--- src/rtl/axi_bus_arbiter.sv ---
// Two-requester AXI4 arbiter: ibus (s0) and dbus (s1) share one master port.
// Read and write directions are arbitrated by independent FSMs, one burst in flight each.
module axi_bus_arbiter #(
  parameter int FIXED_PRIO = 0,
  parameter int ADDR_W     = 32,
  parameter int DATA_W     = 32
) (
  input  logic                clk,
  input  logic                rst,
  // s0 read
  input  logic [ADDR_W-1:0]   s0_araddr,
  input  logic [7:0]          s0_arlen,
  input  logic [2:0]          s0_arsize,
  input  logic [1:0]          s0_arburst,
  input  logic                s0_arvalid,
  output logic                s0_arready,
  output logic [DATA_W-1:0]   s0_rdata,
  output logic [1:0]          s0_rresp,
  output logic                s0_rlast,
  output logic                s0_rvalid,
  input  logic                s0_rready,
  // s0 write
  input  logic [ADDR_W-1:0]   s0_awaddr,
  input  logic [7:0]          s0_awlen,
  input  logic [2:0]          s0_awsize,
  input  logic [1:0]          s0_awburst,
  input  logic                s0_awvalid,
  output logic                s0_awready,
  input  logic [DATA_W-1:0]   s0_wdata,
  input  logic [DATA_W/8-1:0] s0_wstrb,
  input  logic                s0_wlast,
  input  logic                s0_wvalid,
  output logic                s0_wready,
  output logic [1:0]          s0_bresp,
  output logic                s0_bvalid,
  input  logic                s0_bready,
  // s1 read
  input  logic [ADDR_W-1:0]   s1_araddr,
  input  logic [7:0]          s1_arlen,
  input  logic [2:0]          s1_arsize,
  input  logic [1:0]          s1_arburst,
  input  logic                s1_arvalid,
  output logic                s1_arready,
  output logic [DATA_W-1:0]   s1_rdata,
  output logic [1:0]          s1_rresp,
  output logic                s1_rlast,
  output logic                s1_rvalid,
  input  logic                s1_rready,
  // s1 write
  input  logic [ADDR_W-1:0]   s1_awaddr,
  input  logic [7:0]          s1_awlen,
  input  logic [2:0]          s1_awsize,
  input  logic [1:0]          s1_awburst,
  input  logic                s1_awvalid,
  output logic                s1_awready,
  input  logic [DATA_W-1:0]   s1_wdata,
  input  logic [DATA_W/8-1:0] s1_wstrb,
  input  logic                s1_wlast,
  input  logic                s1_wvalid,
  output logic                s1_wready,
  output logic [1:0]          s1_bresp,
  output logic                s1_bvalid,
  input  logic                s1_bready,
  // master read
  output logic [ADDR_W-1:0]   m_araddr,
  output logic [7:0]          m_arlen,
  output logic [2:0]          m_arsize,
  output logic [1:0]          m_arburst,
  output logic                m_arvalid,
  input  logic                m_arready,
  input  logic [DATA_W-1:0]   m_rdata,
  input  logic [1:0]          m_rresp,
  input  logic                m_rlast,
  input  logic                m_rvalid,
  output logic                m_rready,
  // master write
  output logic [ADDR_W-1:0]   m_awaddr,
  output logic [7:0]          m_awlen,
  output logic [2:0]          m_awsize,
  output logic [1:0]          m_awburst,
  output logic                m_awvalid,
  input  logic                m_awready,
  output logic [DATA_W-1:0]   m_wdata,
  output logic [DATA_W/8-1:0] m_wstrb,
  output logic                m_wlast,
  output logic                m_wvalid,
  input  logic                m_wready,
  input  logic [1:0]          m_bresp,
  input  logic                m_bvalid,
  output logic                m_bready,
  output logic                proto_err,
  output logic [1:0]          dbg_rd_state,
  output logic [1:0]          dbg_wr_state
);

  // Handshakes: a beat transfers on the cycle valid && ready are both high; valid
  // never waits on ready. Only the granted requester sees the master's valid/ready.
  typedef enum logic [1:0] {R_IDLE = 2'd0, R_ADDR = 2'd1, R_DATA = 2'd2} rd_state_t;
  typedef enum logic [1:0] {W_IDLE = 2'd0, W_ADDR = 2'd1, W_DATA = 2'd2, W_RESP = 2'd3} wr_state_t;

  rd_state_t  r_rstate;
  wr_state_t  r_wstate;
  logic       r_rgnt, r_wgnt;
  logic       r_rr_last_rd, r_rr_last_wr;
  logic [7:0] r_arlen, r_rbeat;
  logic [7:0] r_awlen, r_wbeat;
  logic       r_proto_err;

  logic w_rpick, w_wpick;
  logic w_ar_hs, w_r_hs, w_aw_hs, w_w_hs, w_b_hs;
  logic w_rd_err, w_wr_err;
  logic w_in_raddr, w_in_rdata, w_in_waddr, w_in_wdata, w_in_wresp;

  // Both requesting: fixed priority favours dbus, otherwise alternate away from the last grant.
  function automatic logic pick(input logic req0, input logic req1, input logic last);
    if (req0 && req1) return (FIXED_PRIO != 0) ? 1'b1 : ~last;
    return req1;
  endfunction

  assign w_rpick = pick(s0_arvalid, s1_arvalid, r_rr_last_rd);
  assign w_wpick = pick(s0_awvalid, s1_awvalid, r_rr_last_wr);

  assign w_in_raddr = (r_rstate == R_ADDR);
  assign w_in_rdata = (r_rstate == R_DATA);
  assign w_in_waddr = (r_wstate == W_ADDR);
  assign w_in_wdata = (r_wstate == W_DATA);
  assign w_in_wresp = (r_wstate == W_RESP);

  // Read address / data routing
  assign m_araddr   = r_rgnt ? s1_araddr  : s0_araddr;
  assign m_arlen    = r_rgnt ? s1_arlen   : s0_arlen;
  assign m_arsize   = r_rgnt ? s1_arsize  : s0_arsize;
  assign m_arburst  = r_rgnt ? s1_arburst : s0_arburst;
  assign m_arvalid  = w_in_raddr & (r_rgnt ? s1_arvalid : s0_arvalid);
  assign s0_arready = w_in_raddr & ~r_rgnt & m_arready;
  assign s1_arready = w_in_raddr &  r_rgnt & m_arready;
  assign s0_rdata   = m_rdata;
  assign s1_rdata   = m_rdata;
  assign s0_rresp   = m_rresp;
  assign s1_rresp   = m_rresp;
  assign s0_rlast   = m_rlast;
  assign s1_rlast   = m_rlast;
  assign s0_rvalid  = w_in_rdata & ~r_rgnt & m_rvalid;
  assign s1_rvalid  = w_in_rdata &  r_rgnt & m_rvalid;
  assign m_rready   = w_in_rdata & (r_rgnt ? s1_rready : s0_rready);

  // Write address / data / response routing
  assign m_awaddr   = r_wgnt ? s1_awaddr  : s0_awaddr;
  assign m_awlen    = r_wgnt ? s1_awlen   : s0_awlen;
  assign m_awsize   = r_wgnt ? s1_awsize  : s0_awsize;
  assign m_awburst  = r_wgnt ? s1_awburst : s0_awburst;
  assign m_awvalid  = w_in_waddr & (r_wgnt ? s1_awvalid : s0_awvalid);
  assign s0_awready = w_in_waddr & ~r_wgnt & m_awready;
  assign s1_awready = w_in_waddr &  r_wgnt & m_awready;
  assign m_wdata    = r_wgnt ? s1_wdata : s0_wdata;
  assign m_wstrb    = r_wgnt ? s1_wstrb : s0_wstrb;
  assign m_wlast    = r_wgnt ? s1_wlast : s0_wlast;
  assign m_wvalid   = w_in_wdata & (r_wgnt ? s1_wvalid : s0_wvalid);
  assign s0_wready  = w_in_wdata & ~r_wgnt & m_wready;
  assign s1_wready  = w_in_wdata &  r_wgnt & m_wready;
  assign s0_bresp   = m_bresp;
  assign s1_bresp   = m_bresp;
  assign s0_bvalid  = w_in_wresp & ~r_wgnt & m_bvalid;
  assign s1_bvalid  = w_in_wresp &  r_wgnt & m_bvalid;
  assign m_bready   = w_in_wresp & (r_wgnt ? s1_bready : s0_bready);

  assign w_ar_hs = m_arvalid & m_arready;
  assign w_r_hs  = w_in_rdata & m_rvalid & m_rready;
  assign w_aw_hs = m_awvalid & m_awready;
  assign w_w_hs  = m_wvalid & m_wready;
  assign w_b_hs  = w_in_wresp & m_bvalid & m_bready;

  // A last flag must appear exactly on the beat whose index equals the latched len.
  assign w_rd_err = w_r_hs & (m_rlast != (r_rbeat == r_arlen));
  assign w_wr_err = w_w_hs & (m_wlast != (r_wbeat == r_awlen));

  always_ff @(posedge clk) begin
    if (!rst) begin
      r_rstate     <= R_IDLE;
      r_rgnt       <= 1'b0;
      r_rr_last_rd <= 1'b0;
      r_arlen      <= 8'd0;
      r_rbeat      <= 8'd0;
    end else begin
      case (r_rstate)
        R_IDLE: if (s0_arvalid || s1_arvalid) begin
          r_rgnt       <= w_rpick;
          r_rr_last_rd <= w_rpick;
          r_rstate     <= R_ADDR;
        end
        R_ADDR: if (w_ar_hs) begin
          r_arlen  <= m_arlen;
          r_rbeat  <= 8'd0;
          r_rstate <= R_DATA;
        end
        R_DATA: if (w_r_hs) begin
          r_rbeat <= r_rbeat + 8'd1;
          if (m_rlast) r_rstate <= R_IDLE;
        end
        default: r_rstate <= R_IDLE;
      endcase
    end
  end

  always_ff @(posedge clk) begin
    if (!rst) begin
      r_wstate     <= W_IDLE;
      r_wgnt       <= 1'b0;
      r_rr_last_wr <= 1'b0;
      r_awlen      <= 8'd0;
      r_wbeat      <= 8'd0;
    end else begin
      case (r_wstate)
        W_IDLE: if (s0_awvalid || s1_awvalid) begin
          r_wgnt       <= w_wpick;
          r_rr_last_wr <= w_wpick;
          r_wstate     <= W_ADDR;
        end
        W_ADDR: if (w_aw_hs) begin
          r_awlen  <= m_awlen;
          r_wbeat  <= 8'd0;
          r_wstate <= W_DATA;
        end
        W_DATA: if (w_w_hs) begin
          r_wbeat <= r_wbeat + 8'd1;
          if (m_wlast) r_wstate <= W_RESP;
        end
        W_RESP: if (w_b_hs) r_wstate <= W_IDLE;
        default: r_wstate <= W_IDLE;
      endcase
    end
  end

  always_ff @(posedge clk) begin
    if (!rst) r_proto_err <= 1'b0;
    else if (w_rd_err || w_wr_err) r_proto_err <= 1'b1;
  end

  assign proto_err    = r_proto_err;
  assign dbg_rd_state = r_rstate;
  assign dbg_wr_state = r_wstate;

endmodule

--- config.mk ---
export PLATFORM = sky130hd
export DESIGN_NAME = axi_bus_arbiter
export DESIGN_NICKNAME = d
export VERILOG_FILES = /design/src/rtl/axi_bus_arbiter.sv
export SDC_FILE = /design/constraint.sdc
export NUM_CORES = 1
export LEC_CHECK = 0
export ABC_AREA = 1
export CAP_MARGIN = 5
export CORE_AREA = 2 2 207 209
export CTS_CLUSTER_DIAMETER = 150
export CTS_CLUSTER_SIZE = 30
export DETAILED_ROUTE_END_ITERATION = 7
export DIE_AREA = 0 0 209 211
export PLACE_DENSITY = 0.45
export SETUP_SLACK_MARGIN = 0.5
export SYNTH_ARGS = -nofsm -noshare
export SYNTH_HDL_FRONTEND = slang
export SYNTH_SLANG_ARGS = --single-unit
--- constraint.sdc ---
create_clock -name clk -period 1.8 [get_ports clk]
set_input_delay 0.18 -clock clk [delete_from_list [all_inputs] [get_ports clk]]
set_output_delay 0.18 -clock clk [all_outputs]
set_load 0.02 [all_outputs]
==> flow_summary.json <==
{
  "rsz0062_at_grt": "true",
  "drt_iter0_markers": 193,
  "synthDistinctLibCells": 31,
  "drc": 0,
  "p_per_area_mw_per_mm2": 760,
  "post-route-min-period_ps": 1690,
  "p_leak_nw": 5.00,
  "worstMarginPinSlew_ps": 332,
  "yosys_register_bits": 39,
  "grt_antenna_before_repair": 1,
  "die_h_um": 211,
  "r2r_start": "r_rr_last_wr",
  "grt-ovfl-total": 0,
  "cts_buffers": 5,
  "nets": 1579,
  "report.final.slew_viol_count": 0,
  "final_design_area_no_fill_mm2": 0.0108,
  "drive_gt1_share_pct": 34.7,
  "setup.worst_path.start": "r_rr_last_wr",
  "synthTopCellsByCount": "nand2_1 (465), buf_4 (75), dfxtp_1 (39), nor2_1 (35), nand3_1 (33)",
  "crit_type": "flop to output pin",
  "dieWidth_um": 209,
  "diodes": 0,
  "cp_max_fo": 7,
  "synth_area_mm2": 0.00433,
  "cts-root-buf": "clkbuf_16",
  "timing.rr.end": "dbg_wr_state[1]",
  "setup_viol": 0,
  "synth_area_per_cell_um2": 5.33,
  "routedWlPerCell_um": 14.0,
  "first_global_vias": 6240,
  "finalHoldViolCount": 0,
  "yosysTopAreaCellShare_pct": 40.3,
  "max_freq_mhz": 593,
  "area_growth_pct": 148,
  "h-tree-depth": 2,
  "vias": 6416,
  "wl_um": 25200,
  "netlist_top_cells_area": "nand2_1 (40%), dfxtp_1 (18%), buf_4 (13%), nand3_1 (3.8%), a21oi_1 (3.7%)",
  "reg2reg_depth": 9,
  "via_per_inst": 3.56,
  "yosysSeqAreaShare_pct": 18.0,
  "crit_path_end": "m_awsize[2]",
  "cts.sinks": 39,
  "dpl.cell_count": 1727,
  "maxCapViolCount": 0,
  "cts_hold_buf": 0,
  "crit_required_ps": 1620,
  "synthFlopType": "dfxtp_1",
  "clk_path_buf_depth": 2,
  "fin_hold_ws_ps": 360,
  "status": "completed",
  "slew_headroom_pct": 77.7,
  "fillerInstances": 4658,
  "fin_cells": 1804,
  "min_path_type": "input port to output pin",
  "coreArea_mm2": 0.0418,
  "rrSetupSlack_ps": 130,
  "rows": 75,
  "dpl-instance-area_mm2": 0.00917,
  "irDropWorstVdd_mv": 0.273,
  "ant_nets": 0,
  "numPortBuffers": 420,
  "synth_most_common_cell": "nand2_1",
  "synth_edf_count": 0,
  "cts.clk_slew.worst_paths_ps": 60,
  "grt_max_degree": 26,
  "cts_tree": "built",
  "gp_congestion": 0.826,
  "critPathArrivalTime_ps": 1510,
  "num_io_pins": 529,
  "async_reset_ff_share_pct": 0,
  "critical_path.endpoint_type": "output pin",
  "grt_pass1_wl_um": 35900,
  "start_util_pct": 10.4,
  "insertion_delay_ps": 280,
  "yosysTopAreaCell": "nand2_1",
  "post-dp-hpwl_um": 19600,
  "die-area_mm2": 0.0441,
  "firstDrtPassIters": 4,
  "synth_warnings": 0,
  "layout_worst_path_cycle_share_pct": 93.6,
  "clock_skew_ps": 3.73,
  "synth_nets": 1128,
  "syn-instance-count": 813,
  "startpoint_type": "flop",
  "grt_usage_pct": 10.4
}
logic make-up after synthesis:
group / after synthesis / synth area share [%]
fa+ha+maj: 7 / 2.02
buf+inv: 146 / 19.5
compound gates: 51 / 7.02
flops: 39 / 18.0
xor+xnor: 15 / 3.03
simple gates: 555 / 50.4
flip-flops by register name, summed over array words and instances, names as in the netlist:
name	count
r_arlen	8
r_awlen	8
r_rbeat	8
r_wbeat	8
dbg_rd_state	2
dbg_wr_state	2
proto_err	1
r_rr_last_rd	1
r_rr_last_wr	1
layout make-up:
cell class | instances | area, um2 | share of cell area (%)
Clock inverter | 1 | 5.00 | 0.0465
Multi-Input combinational cell | 629 | 3350 | 31.1
Inverter | 36 | 178 | 1.65
Tap cell | 539 | 674 | 6.26
Clock buffer | 7 | 164 | 1.52
Timing Repair Buffer | 552 | 5580 | 51.9
Timing Repair inverter | 1 | 8.76 | 0.0814
Sequential cell | 39 | 803 | 7.46
layout by cell type (no fill, tap or decap), types with 5 or more instances in the layout:
cell             instances
a21oi_2                  5
o21ai_0                  8
clkbuf_16               12
nand2_4                 31
buf_4                  108
dfxtp_1                 31
dfxtp_4                  5
nand3_1                 31
nor3_4                   6
buf_2                   34
xnor2_1                 10
buf_12                  14
buf_16                   7
buf_8                    6
nand2_2                 85
a21oi_1                 26
nor2_1                  29
nand2_1                353
inv_1                   25
buf_6                   86
clkdlybuf4s50_1        278
dlygate4sd2_1           12
nor2_2                   5
worst max-delay path, stage by stage, from the launching register on:
cell       delay (ps)
dfxtp_4           440
clkinv_8          100
buf_12            140
clkbuf_16         160
buf_4             140
nand2_2            50
nand2_2            60
buf_6             120
worst min-delay path by stage:
stage | start | end | slack, ps | cells after the start
finish | m_rdata[27] | s0_rdata[27] | 360 | 0
global route | m_rdata[14] | s1_rdata[14] | 360 | 0
global placement | m_rdata[9] | s0_rdata[9] | 360 | 0
floorplan | s0_arvalid | r_rr_last_rd | 300 | 1
detailed placement | m_rdata[9] | s0_rdata[9] | 360 | 0
CTS | m_rdata[9] | s0_rdata[9] | 360 | 0
per-stage QoR:
| step | power (mW) | setup WS (ps) | TNS (ps) | util (%) |
|---|---|---|---|---|
| CTS | 7.35 | 102 | 0 | 23.5 |
| global route | 8.69 | 43.0 | 0 | 25.8 |
| detailed placement | 6.04 | -96.1 | -344 | 22.0 |
| floorplan | 3.58 | 218 | 0 | - |
| global placement | 6.05 | -102 | -307 | 22.0 |
| finish | 8.18 | 115 | 0 | 25.8 |
metal layers:
layer	vias up	part of all wire, %	global-route usage (%)
met4	2	1.2	2.51
met5	-	0.051	0
met3	21	5.2	2.02
met2	208	50	18.0
met1	2858	43	13.3
li1	3327	-	-
timing repair:
| item | in CTS | in global routing |
|---|---|---|
| setup endpoints to repair | 187 | 187 |
| resized for setup | 483 | 419 |
| gates cloned | 9 | 7 |
| buffers inserted | 11 | 42 |
| pin swaps | 13 | 42 |
power breakdown:
group	total, mW	switching [mW]	internal [mW]
Clock	0.991	0.358	0.633
Combinational	6.13	3.07	3.06
Sequential	1.06	0.106	0.951
Total	8.18	3.53	4.64
Note: power is estimated with default switching activity, not from simulation.
==> RTL change 1, RTL diff (same settings) <==
Put one more register stage on the output `dbg_rd_state`, without a reset. The value now appears one clock later. The other outputs are not delayed to match.
--- a/src/rtl/axi_bus_arbiter.sv
+++ b/src/rtl/axi_bus_arbiter.sv
@@ -237,7 +237,9 @@
   end
 
   assign proto_err    = r_proto_err;
-  assign dbg_rd_state = r_rstate;
+  always_ff @(posedge clk) begin
+    dbg_rd_state <= r_rstate;
+  end
   assign dbg_wr_state = r_wstate;
 
 endmodule
Formal check against the unedited RTL: not equivalent (Yosys sat finds a counterexample within 4 cycles, from zero or initial values and one cycle with rst low).
==> RTL change 1 against the unedited design <==
Die area is the same. Routed wire length rose by 5.3%. Power is 3.3% lower. Area after synthesis up 0.72%. Largest power group unchanged. Non-clock buffer count decreased by 27. Sequential cell count is 2 higher. Combinational power down 3.8%. Sequential power is 4% higher. Setup slack lost 0.0078 ns. Synthesized cell count is 0.62% higher. Final area down 4.7%.
==> RTL change 1: results <==
[clocking]
cts_buffer_depth = 2
h-tree-depth = 2
clk_pin_slew_ns = 0.06
cts_buffers = 5
clock_latency_ns = 0.29
root_buffer = clkbuf_16

[power_and_ir_drop]
ir_worst_vdd_v = 0.0003590
power.leakage_nw = 4.755

[synth]
ys_seq_area_share_pct = 18.81
synth_commonest_cells = 470 x nand2_1, 74 x buf_4, 41 x dfxtp_1, 38 x nor2_1
synth_nets = 1133
synthFlopType = dfxtp_1
ys.warnings.count = 0
async_flop_share_pct = 0
synthTopCellsByArea = nand2_1 40%, dfxtp_1 19%, buf_4 13%
ys_types = 30

[cells_and_area]
n_antenna_cell = 0
nNetsFinal = 1557
layout-drive-gt1-share_pct = 26.57

[global_routing]
grt_pass1_wl_um = 36260
track_usage_pct = 10.62
grt_max_degree = 39
antenna_found_initial = 1
grt_pass1_vias = 6186
overflow = 0

[detailed_routing]
drt_iter0_markers = 199
via_per_inst = 3.591
first_pass_iters = 4
wl_per_cell_um = 14.92

[critical_path]
arrival_ns = 1.51
cp_max_fo = 5

[timing]
tightest_slew_ns = 0.2790
fin_skew_ns = 0.006666

[placed_design]
place_area_sq_mm = 0.009101
hpwl_um = 20590
portBuffers = 420
gp_congestion = 0.8849

[hold_path]
hold_class = input pin to output pin

[outcome]
status = completed
==> RTL change 1: cell count changes after synthesis, moves of 3 or more <==
| cell | delta |
|---|---|
| nor2_2 | -3 |
| nand3_1 | -4 |
| nand2_1 | +5 |
| nor2_1 | +3 |
==> RTL change 1: routing by layer <==
metal | global-route usage, % | vias to the layer above | part of all wire (%)
met1 | 13.61 | 2870 | 45
li1 | - | 3293 | -
met5 | 0 | - | 0.049
met4 | 2.389 | 2 | 1.4
met2 | 18.18 | 198 | 49
met3 | 2.319 | 32 | 5.1
==> RTL change 1: power by group <==
group | switching [W] | total [W] | internal, W
Combinational | 0.00301 | 0.00590 | 0.00289
Sequential | 0.0000987 | 0.00110 | 0.000999
Clock | 0.000362 | 0.000907 | 0.000545
Total | 0.00347 | 0.00791 | 0.00443
==> RTL change 1: area by class of cell <==
class | instances | area (sq um)
multi-input cells | 631 | 3128
repair inverters | 1 | 6.256
inverters | 37 | 187.7
well taps | 539 | 674.4
flip-flops and latches | 41 | 840.8
fillers | 4658 | 31500
repair buffers | 525 | 5284
clock buffers | 7 | 142.6
==> RTL change 1: what timing repair did <==
action / 4_1_cts / 5_1_grt
setup endpoints to repair: 186 / 187
pin swaps: 9 / 25
gates resized for setup: 390 / 319
buffers inserted: 18 / 23
gates cloned: 6 / 10
==> RTL change 1: through the flow <==
| step | worst slack, ns | hold slack [ns] | instances |
|---|---|---|---|
| floorplan | 0.2182 | 0.2952 | 818 |
| global placement | -0.08091 | 0.3602 | 1717 |
| detailed placement | -0.06807 | 0.3602 | 1717 |
| CTS | 0.06519 | 0.3602 | 1748 |
| global route | 0.04590 | 0.3600 | 1781 |
| finish | 0.1070 | 0.3600 | 1781 |
==> RTL change 1: critical path: stages (launching register included) <==
cell      delay (ns)
dfxtp_4         0.37
inv_4           0.06
ha_4            0.18
clkinv_4        0.06
buf_8           0.13
nor3_4          0.16
buf_6           0.13
buf_6           0.11
==> RTL change 1: path summary, 6_finish.rpt <==
path	start	end	slack (ns)	cells past startpoint
worst min-delay path	m_bresp[1]	s1_bresp[1]	0.36	0
worst min register to register	r_rstate[0]$_SDFFE_PN0P_	dbg_rd_state[0]$_DFF_P_	0.38	0
worst max register to register	dbg_wr_state[0]$_SDFFE_PN0P_	r_wbeat[0]$_SDFFE_PN0P_	0.18	11
worst max-delay path	dbg_wr_state[0]$_SDFFE_PN0P_	s1_wready	0.11	7
==> RTL change 1: kinds of logic after synthesis <==
| group | count (synthesis) | share of synthesized area (%) |
|---|---|---|
| and+or+nand+nor | 555 | 49.63 |
| buffers and inverters | 147 | 19.47 |
| AOI/OAI and AO/OA | 54 | 7.282 |
| DFF | 41 | 18.81 |
| xor gates and xnor gates | 14 | 2.809 |
| adders and majority gates | 7 | 2.007 |
==> RTL change 2, RTL diff (same settings) <==
Without the edit above. The parameter `ADDR_W` goes from 32 to 48.
--- a/src/rtl/axi_bus_arbiter.sv
+++ b/src/rtl/axi_bus_arbiter.sv
@@ -2,7 +2,7 @@
 // Read and write directions are arbitrated by independent FSMs, one burst in flight each.
 module axi_bus_arbiter #(
   parameter int FIXED_PRIO = 0,
-  parameter int ADDR_W     = 32,
+  parameter int ADDR_W     = 48,
   parameter int DATA_W     = 32
 ) (
   input  logic                clk,
Ports: changed (6 resized); port bits go from 529 to 625. The function was not compared with the original's and may differ.
==> RTL change 2 against the unedited design <==
Routed wire length increased by 45%. Sequential cell count unchanged. Final cell count increased by 9.9%. Clock skew increased by 0.0082 ns. Worst hold slack about the same. Via count increased by 16%. Area after synthesis increased by 9.4%. Final area increased by 11%. Setup slack got worse by 0.0038 ns. Power increased by 11%. Critical endpoint is now m_wdata[20]. Largest cell class unchanged. Highest routed layer unchanged.
==> RTL change 2: results <==
[cells_and_area]
n_sequential_cell = 39
num-multi-input-gates = 724
buffers = 631
sh_seq_area_pct = 6.726
n_antenna_cell = 5
fill_cells = 4630
clk_share_pct = 1.454
nNetsFinal = 1817

[global_routing]
gr-usage-met3_pct = 4.163
grt_pass1_wl_um = 49180
grtUsageMet2_pct = 26.40
grt_max_degree = 30
gr-usage-met1_pct = 18.40

[synth]
synth_xor_xnor_area_share_pct = 2.773
synth_nets = 1295
ys_seq_area_share_pct = 16.48
synthTopCellsByArea = nand2_1 45%, dfxtp_1 16%, buf_4 12%
synth_commonest_cells = 562 x nand2_1, 75 x buf_4, 39 x dfxtp_1, 36 x nor2_1, 33 x nand3_1
synth_adder_area_share_pct = 1.848
synth-compound-area-share_pct = 6.496
ys_types = 33

[critical_path]
critPathMaxStageDelay_ns = 0.38
cp_max_fo = 14

[placed_design]
dp_slack_ns = -0.1384
gp_congestion = 0.8570
hpwl_um = 29660

[timing]
tightest_slew_ns = 0.4028
fin_skew_ns = 0.01195
clock.fmax_mhz = 592.1

[detailed_routing]
drt_iter0_markers = 261
wl_per_cell_um = 18.41
met2WireLength_um = 17930
wl_met3_um = 2540

[power_and_ir_drop]
p_int_w = 0.004968
ir_worst_vdd_v = 0.0004376
power.leakage_nw = 5.563
powerComb_w = 0.00700

[outcome]
status = completed
## RTL change 2: metrics by stage
stage | cell area [sq um] | TNS [ns] | cells | power [W]
4_1_cts | 11180 | 0 | 1941 | 0.008433
2_1_floorplan | 5099 | 0 | 916 | 0.004113
3_5_place_dp | 10650 | -1.139 | 1911 | 0.007059
3_3_place_gp | 10650 | -0.7910 | 1911 | 0.007071
5_1_grt | 11960 | -0.0004101 | 1982 | 0.009670
6_report | 11960 | 0 | 1983 | 0.009081
## RTL change 2: final timing paths
kind,slack [ns],to,depth (start not counted),startpoint
hold reg to reg,0.47,r_arlen[2]$_SDFFE_PN0P_,2,r_arlen[2]$_SDFFE_PN0P_
hold / removal,0.36,s0_rdata[3],0,m_rdata[3]
setup reg to reg,0.12,r_wbeat[5]$_SDFFE_PN0P_,12,r_rr_last_wr$_SDFFE_PN0P_
setup / recovery,0.11,m_wdata[20],7,r_rr_last_wr$_SDFFE_PN0P_
